===== config.mk =====
export PLATFORM = sky130hd
export DESIGN_NAME = gate_bist_sequencer
export DESIGN_NICKNAME = d
export VERILOG_FILES = /design/src/rtl/gate_bist_sequencer_pkg.sv /design/src/rtl/gate_bist_sequencer_ref.sv /design/src/rtl/gate_bist_sequencer.sv
export SDC_FILE = /design/constraint.sdc
export NUM_CORES = 1
export LEC_CHECK = 0
export CAP_MARGIN = 40
export CORE_UTILIZATION = 40
export DETAILED_ROUTE_END_ITERATION = 12
export DONT_BUFFER_PORTS = 1
export PLACE_DENSITY = 0.58
export SYNTH_ARGS = -nofsm -noshare
export SYNTH_HDL_FRONTEND = slang
export SYNTH_SLANG_ARGS = --single-unit

===== constraint.sdc =====
create_clock -name clk -period 1.3 [get_ports clk]
set_input_delay 0.065 -clock clk [delete_from_list [all_inputs] [get_ports clk]]
set_output_delay 0.065 -clock clk [all_outputs]
set_load 0.01 [all_outputs]

===== src/rtl/gate_bist_sequencer_pkg.sv =====
// Shared definitions for the gate BIST sequencer: reference function codes and FSM states.
package gate_bist_sequencer_pkg;

  localparam int GATE_AND  = 0;
  localparam int GATE_OR   = 1;
  localparam int GATE_XOR  = 2;
  localparam int GATE_NAND = 3;
  localparam int GATE_NOR  = 4;
  localparam int GATE_XNOR = 5;

  typedef enum logic [1:0] {
    ST_IDLE = 2'd0,
    ST_RUN  = 2'd1,
    ST_DONE = 2'd2
  } state_t;

endpackage


===== src/rtl/gate_bist_sequencer_ref.sv =====
// Combinational reference model: expected output of an N_IN-input gate of type FUNC.
module gate_ref_model
  import gate_bist_sequencer_pkg::*;
#(
  parameter int N_IN = 2,
  parameter int FUNC = 0
) (
  input  logic [N_IN-1:0] in,
  output logic            exp
);

  always_comb begin
    exp = 1'b0;
    case (FUNC)
      GATE_AND:  exp = &in;
      GATE_OR:   exp = |in;
      GATE_XOR:  exp = ^in;
      GATE_NAND: exp = ~&in;
      GATE_NOR:  exp = ~|in;
      GATE_XNOR: exp = ~^in;
      // Unsupported codes compare against a constant 0.
      default:   exp = 1'b0;
    endcase
  end

endmodule


===== src/rtl/gate_bist_sequencer.sv =====
// Exhaustive self-test sequencer: walks every input vector of a small gate, holds each for a
// settle window, and checks the sampled output against the reference function.
module gate_bist_sequencer
  import gate_bist_sequencer_pkg::*;
#(
  parameter int N_IN        = 2,
  parameter int HOLD_CYCLES = 4,
  parameter int FUNC        = 0
) (
  input  logic            clk,
  input  logic            rst_n,
  input  logic            start,
  output logic [N_IN-1:0] dut_in,
  input  logic            dut_y,
  output logic            busy,
  output logic            done,
  output logic            pass,
  output logic [N_IN:0]   err_count,
  output logic [N_IN-1:0] fail_vec
);

  localparam int HW = $clog2(HOLD_CYCLES + 1);
  localparam logic [HW-1:0]   HOLD_LAST = HW'(HOLD_CYCLES - 1);
  localparam logic [N_IN-1:0] VEC_LAST  = '1;

  state_t        state;
  logic [HW-1:0] hold_cnt;
  logic          exp;
  logic          window_end;
  logic          mismatch;

  gate_ref_model #(
    .N_IN (N_IN),
    .FUNC (FUNC)
  ) u_ref (
    .in  (dut_in),
    .exp (exp)
  );

  assign window_end = (hold_cnt == HOLD_LAST);
  assign mismatch   = (dut_y != exp);

  always_ff @(posedge clk or negedge rst_n) begin
    if (!rst_n) begin
      state     <= ST_IDLE;
      hold_cnt  <= '0;
      dut_in    <= '0;
      busy      <= 1'b0;
      done      <= 1'b0;
      pass      <= 1'b0;
      err_count <= '0;
      fail_vec  <= '0;
    end else begin
      case (state)
        ST_IDLE, ST_DONE: begin
          if (start) begin
            state     <= ST_RUN;
            hold_cnt  <= '0;
            dut_in    <= '0;
            busy      <= 1'b1;
            done      <= 1'b0;
            pass      <= 1'b0;
            err_count <= '0;
            fail_vec  <= '0;
          end
        end
        ST_RUN: begin
          // start is deliberately ignored here so a run can never be aborted.
          if (window_end) begin
            hold_cnt <= '0;
            if (mismatch) begin
              err_count <= err_count + (N_IN + 1)'(1);
              if (err_count == '0) fail_vec <= dut_in;
            end
            if (dut_in == VEC_LAST) begin
              state  <= ST_DONE;
              dut_in <= '0;
              busy   <= 1'b0;
              done   <= 1'b1;
              pass   <= (err_count == '0) && !mismatch;
            end else begin
              dut_in <= dut_in + N_IN'(1);
            end
          end else begin
            hold_cnt <= hold_cnt + HW'(1);
          end
        end
        default: state <= ST_IDLE;
      endcase
    end
  end

endmodule


==> flow_summary.rst, run 1 <==
.. list-table::
   :header-rows: 1

   * - Metric
     - Value
   * - Instance area after placement
     - 872 um^2
   * - I/O pin count
     - 14
   * - Final critical-path setup slack
     - -33.0 ps
   * - Share of the yosys chip area belonging to registers
     - 48.5%
   * - Pin count of the biggest net entering global routing
     - 16
   * - Min Clock Period, post-route
     - 1330 ps
   * - Result of the run
     - finished with violations
   * - Relative slew slack
     - 52.0%
   * - Met3 wirelength from detailed routing
     - 52 um
   * - Period utilization
     - 103%
   * - Area share of the leading cell type in the synthesized netlist
     - 48.5%
   * - Initial antenna violation count
     - 0
   * - Worst-margin pin slew
     - 717 ps
   * - Cell breakdown of the critical path
     - ha_4, nand3b_1, o21ai_2, mux2_4
   * - Post-Synth Simple-Gate Area
     - 21.4%
   * - Element type at the critical path end
     - flip-flop
   * - Crit path launch type
     - flip-flop
   * - Number of max-slew violations in the final report
     - 0
   * - Number of global-route vias before repair
     - 527
   * - Xor and xnor fraction of the mapped netlist area
     - 2.10%
   * - Complex-gate fraction of the synthesized area
     - 9.87%
   * - Critical Path Fanout Max
     - 3
   * - Dominant combinational cell family by area after synthesis
     - simple AND/OR/NAND/NOR gates
   * - Count of vias placed by the detailed router
     - 575
   * - Average wire per cell in the routed design
     - 14.2 um
   * - Aggregate routed wire length
     - 1610 um
   * - Area of the multi-input gates
     - 424 um^2
   * - Top cells by area, synth
     - dfrtp_1 (49%), ha_1 (6.5%), mux2i_1 (5.2%)
   * - Final design area excluding fillers
     - 987 um^2
   * - Root Buffer Master
     - clkbuf_4
   * - Mean number of vias per cell
     - 5.09
   * - Combined area of all synthesized cells
     - 773 um^2
   * - Buffers from clock root to sink, at most
     - 2
   * - Final Net Count
     - 97
   * - Core Box Area
     - 1760 um^2
   * - DRT antenna net count
     - 0
   * - Maximum clock frequency
     - 0.750 GHz
   * - Reported max-cap violation count
     - 0
   * - Post-synth EDFFs
     - 0
   * - Class of the most critical hold timing path
     - in2reg
   * - Endpoint required time on the critical path
     - 1480 ps
   * - TritonCTS clock tree
     - built
   * - Post-synthesis cell type count
     - 28
   * - Data arrival time of the critical path
     - 1510 ps
   * - Total grt overflow
     - 0
   * - Setup crit start
     - dut_in[1]
   * - Unrepaired setup endpoints after global routing
     - yes
   * - Row count
     - 15
   * - Total length of routed met2 wires
     - 735 um
   * - Yosys warnings
     - 0
   * - Drt pass-1 iters
     - 4
   * - Number of clock sinks
     - 15
   * - Yosys reg bits
     - 15
   * - Pwr Density
     - 2050 nW/um^2
   * - Antenna cell count
     - 0
   * - Overall routing resource usage
     - 16.6%
   * - Average cell area after synthesis
     - 10.6 um^2
   * - Total count of hold-check failures in the final report
     - 0
   * - Worst ir drop on vdd
     - 0.921 mV
   * - Sequential standard cell area
     - 375 um^2
   * - Count of routing violations after the opening detailed-route iteration
     - 9
   * - Power after layout
     - 2.03 mW
   * - Crit path largest cell delay
     - 400 ps
   * - Post-synth ARST share
     - 100%
   * - Die height
     - 46.0 um
   * - Syn Nets
     - 81
   * - Post-synthesis share of cell area spent on full adders, half adders and majority gates
     - 6.47%
   * - Cell type with the highest aggregate area in the netlist
     - dfrtp_1
   * - Worst Hold Launch
     - dut_y
   * - Final RePlAce weighted congestion
     - 0.799
   * - Clock transition time at the flip-flop clock pins of the worst setup and hold paths
     - 90 ps
   * - Violated checks
     - setup timing
   * - Fin Hold WS
     - 66.2 ps
   * - Share of cell area taken by muxes after synthesis
     - 6.63%
   * - Commonest cells in the netlist
     - dfrtp_1 (15), nand2_1 (8), nor2_1 (7), inv_1 (5)
   * - Total of fill cells in the finished design
     - 187
   * - Leak pwr
     - 0.486 nW
   * - Fraction of final layout cells sized beyond drive strength 1
     - 31.8%
   * - Kind of critical path
     - reg2reg
   * - Die area
     - 2110 um^2
   * - Crit path max-delay cell type
     - dfrtp_1
   * - Die X-Extent
     - 46.0 um
   * - Gate count after technology mapping
     - 73
   * - Skew-Pair Late Insertion Delay
     - 290 ps
   * - Area growth from synthesis to final layout
     - 27.7%
   * - H-Tree Level Count
     - 1
   * - Reg-to-Reg Start
     - dut_in[1]
   * - Number of buffers created by CTS
     - 3
   * - Wire length of the first global-routing pass
     - 2380 um
   * - DRC errors left
     - 0
   * - Final setup violation count
     - 2
   * - Initial cell density of the core
     - 43.8%
   * - Setup clock skew after layout
     - 1.75 ps
   * - Detailed-placement wirelength estimate
     - 1130 um
   * - Commonest register cell after synthesis
     - dfrtp_1
   * - Most used standard cell by instance count after synthesis
     - dfrtp_1
   * - Highest metal layer with signal wires
     - met4
   * - Detailed-routing wirelength on met1
     - 791 um
   * - Count of input and output buffers
     - 0
==> final cells by class <==
| cell class | count | share of cell area, % |
|---|---|---|
| Multi-Input combinational cell | 50 | 43.0 |
| Sequential cell | 15 | 38.0 |
| Timing Repair Buffer | 14 | 11.2 |
| Tap cell | 25 | 3.17 |
| Clock buffer | 3 | 2.28 |
| Inverter | 5 | 1.90 |
| Clock inverter | 1 | 0.507 |
==> worst paths after layout <==
path	to	slack [ps]	cells after the start
worst max-delay path	pass	-30	4
worst min register to register	done	560	1
worst max register to register	pass	-30	4
worst min-delay path	err_count[2]	70	3
min in group asynchronous	dut_in[1]	270	1
max in group asynchronous	hold_cnt[0]	580	1
==> placed cells by master (no fill, tap or decap), types with 3 or more instances in the layout <==
cell	n
dfrtp_1	15
nand3_1	3
nand2_1	8
or3_1	3
buf_4	12
inv_1	5
nor2_1	6
mux2i_1	4
clkbuf_4	3
==> through the flow <==
stage / TNS (ps) / setup WS (ps) / instances / util [%]
floorplan: -249 / -70.6 / 73 / -
global placement: -381 / -91.4 / 106 / 49.4
detailed placement: -438 / -118 / 106 / 49.4
CTS: -105 / -49.2 / 112 / 54.0
global route: -335 / -96.0 / 113 / 56.0
finish: -58.9 / -33.0 / 113 / 56.0
==> worst max-delay path, delay by kind of cell (launching register included) <==
kind            cells  cell delay, ps
mux                 1             310
simple gates        1             140
compound gates      1             170
flops               1             400
fa+ha+maj           1             190
==> registers in the layout, summed over array words and instances, names as in the netlist <==
name       cells
pass           1
busy           1
dut_in         2
fail_vec       2
err_count      3
done           1
hold_cnt       3
state          2
==> report_power, final <==
part | switching [mW] | internal (mW)
Sequential | 0.170 | 0.631
Combinational | 0.449 | 0.503
Clock | 0.158 | 0.114
Total | 0.777 | 1.25
==> cell families (layout without fill, tap and decap cells) <==
family,Yosys count,count (layout)
compound gates,10,10
mux,5,5
buf+inv,8,23
flops,15,15
fa+ha+maj,4,4
xor+xnor,1,1
simple gates,30,30
==> metal layers <==
layer,vias up,track usage (%)
met5,-,0
met4,0,8.82
met3,5,2.38
met2,12,23.1
met1,275,24.3
li1,283,-
==> what timing repair did <==
action	4_1_cts	5_1_grt
setup endpoints to repair	9	11
setup buffers	0	1
hold buffers	2	0
pin swaps	6	5
hold endpoints to repair	16	0
resized for setup	6	5
(Power assumes the default switching activity.)
==> run 2, diff against run 1 <==
--- a/config.mk
+++ b/config.mk
@@ -9,7 +9,7 @@
 export CORE_UTILIZATION = 40
 export DETAILED_ROUTE_END_ITERATION = 12
 export DONT_BUFFER_PORTS = 1
-export PLACE_DENSITY = 0.58
+export PLACE_DENSITY_LB_ADDON = 0.2
 export SYNTH_ARGS = -nofsm -noshare
 export SYNTH_HDL_FRONTEND = slang
 export SYNTH_SLANG_ARGS = --single-unit
==> run 2 against run 1 <==
Net effect: the flow still finishes with violations (setup timing); wire length grew 4.5%; final cell count stayed put; worst setup slack got worse by 21 ps; first-iteration DRC count up 22%; non-clock buffer count is the same; clock-buffer cell count increased by 1; sequential share of layout area down 0.57 points; clock power is 2% lower; critical path type unchanged; largest cell class unchanged.
==> flow_summary.rst, run 2 (synthesized netlist as in run 1, its figures left out) <==
.. list-table::
   :header-rows: 1

   * - Metric
     - Value
   * - Fin Hold WS
     - 73.8 ps
   * - Aggregate routed wire length
     - 1680 um
   * - DRT antenna net count
     - 0
   * - Drt pass-1 iters
     - 4
   * - Crit path max-delay cell type
     - dfrtp_1
   * - Pin count of the biggest net entering global routing
     - 16
   * - Initial antenna violation count
     - 0
   * - TritonCTS clock tree
     - built
   * - Leading cell type in the layout, fill and taps excluded
     - dfrtp_1
   * - Detailed-placement wirelength estimate
     - 1100 um
   * - Endpoint required time on the critical path
     - 1480 ps
   * - Worst Hold Launch
     - dut_y
   * - Count of vias placed by the detailed router
     - 586
   * - Number of buffers created by CTS
     - 3
   * - Final Net Count
     - 97
   * - Die X-Extent
     - 46.0 um
   * - Element type at the critical path end
     - flip-flop
   * - Skew-Pair Late Insertion Delay
     - 290 ps
   * - Cell Count Post-Placement
     - 106
   * - Antenna cell count
     - 0
   * - Final setup violation count
     - 3
   * - Sequential standard cell area
     - 375 um^2
   * - Mean number of vias per cell
     - 5.19
   * - Class of the most critical hold timing path
     - in2reg
   * - Clock transition time at the flip-flop clock pins of the worst setup and hold paths
     - 90 ps
   * - Reported max-cap violation count
     - 0
   * - Biggest regs
     - err_count x3, hold_cnt x3
   * - Total grt overflow
     - 0
   * - Die area
     - 2110 um^2
   * - Count of input and output buffers
     - 0
   * - Worst-margin pin slew
     - 676 ps
   * - Highest-count cells in the layout ignoring fill and taps
     - dfrtp_1 (15), buf_4 (12), nand2_1 (8), nor2_1 (6), inv_1 (5)
   * - Worst R2R End
     - pass
   * - Critical Path Fanout Max
     - 3
   * - Maximum clock frequency
     - 0.739 GHz
   * - Setup clock skew after layout
     - 9.41 ps
   * - Min Clock Period, post-route
     - 1350 ps
   * - Final RePlAce weighted congestion
     - 0.796
   * - Cell breakdown of the critical path
     - ha_4, nand3b_1, o21ai_2, mux2_4
   * - Die height
     - 46.0 um
   * - Pwr Density
     - 2090 nW/um^2
   * - Total count of hold-check failures in the final report
     - 0
   * - H-Tree Level Count
     - 1
   * - Overall routing resource usage
     - 17.2%
   * - I/O pin count
     - 14
   * - Crit path largest cell delay
     - 400 ps
   * - Worst ir drop on vdd
     - 1.09 mV
   * - Area growth from synthesis to final layout
     - 29.6%
   * - Row count
     - 15
   * - Reg-to-Reg Start
     - dut_in[1]
   * - Number of global-route vias before repair
     - 568
   * - Core Box Area
     - 1760 um^2
   * - Data arrival time of the critical path
     - 1530 ps
   * - Endpoint with the worst hold slack
     - err_count[1]
   * - Number of max-slew violations in the final report
     - 0
   * - Result of the run
     - finished with violations
   * - Period utilization
     - 104%
   * - Initial cell density of the core
     - 43.8%
   * - Register-to-Register Path Depth
     - 4
   * - Wire length of the first global-routing pass
     - 2520 um
   * - Final TNS setup
     - -110 ps
   * - Instance area after placement
     - 872 um^2
   * - Setup slack of the most critical reg-to-reg path
     - -50 ps
   * - Average wire per cell in the routed design
     - 14.9 um
   * - Crit path launch type
     - flip-flop
   * - Buffers from clock root to sink, at most
     - 2
   * - Area of the multi-input gates
     - 440 um^2
   * - Final design area excluding fillers
     - 1000 um^2
   * - Fin util
     - 56.8%
   * - Leak pwr
     - 0.490 nW
   * - Count of routing violations after the opening detailed-route iteration
     - 11
   * - Filler-free cell count of the finished design
     - 113
   * - Kind of critical path
     - reg2reg
   * - Total of fill cells in the finished design
     - 178
   * - Hold path cells
     - 2
   * - Fraction of final layout cells sized beyond drive strength 1
     - 31.8%
   * - Relative slew slack
     - 54.8%
   * - Number of clock sinks
     - 15
   * - Root Buffer Master
     - clkbuf_4
   * - Final critical-path setup slack
     - -53.7 ps
   * - DRC errors left
     - 0
   * - Unrepaired setup endpoints after global routing
     - yes
   * - Violated checks
     - setup timing
run 2: critical path, delay by kind of cell (launching register included):
kind / cells / cell delay [ps]
AND/OR/NAND/NOR: 1 / 140
AO/OA/AOI/OAI: 1 / 190
flip-flops: 1 / 400
adder cells (fa/ha/maj): 1 / 190
multiplexers: 1 / 310
run 2: metal layers:
layer,GRT usage [%],vias up,share of wire [%]
met5,0,-,0
met4,2.94,0,0.59
met3,9.52,2,6.1
met2,25.9,15,48
met1,21.8,285,46
li1,-,284,-
run 2: what timing repair did:
action / 4_1_cts / 5_1_grt
resized for setup: 6 / 7
setup endpoints to repair: 8 / 10
hold buffers: 2 / 0
hold endpoints to repair: 16 / 0
pin swaps: 4 / 2
buffers inserted: 0 / 1
run 2: worst max-delay path by stage:
stage,slack [ps],endpoint,start
2_1_floorplan,-70,err_count[1],hold_cnt[0]
3_3_place_gp,-100,err_count[1],hold_cnt[1]
3_5_place_dp,-80,err_count[1],hold_cnt[1]
4_1_cts,-30,pass,dut_in[1]
5_1_grt,-100,pass,dut_in[1]
6_report,-50,pass,dut_in[1]
run 2: area by class of cell:
type | count | share of cell area (%)
Clock buffer | 4 | 2.62
Tap cell | 25 | 3.12
Inverter | 5 | 1.87
Timing Repair Buffer | 14 | 11.0
Multi-Input combinational cell | 50 | 43.9
Sequential cell | 15 | 37.5
run 2: report_power, final:
group,switching (mW),internal (mW),total (mW)
Clock,0.148,0.119,0.267
Combinational,0.497,0.524,1.02
Sequential,0.174,0.631,0.804
Total,0.818,1.27,2.09
run 2: metrics by stage:
step	setup WS, ps	power, mW
3_5_place_dp	-81.3	1.60
3_3_place_gp	-102	1.58
2_1_floorplan	-70.6	1.33
5_1_grt	-95.1	2.25
4_1_cts	-25.7	1.95
6_report	-53.7	2.09
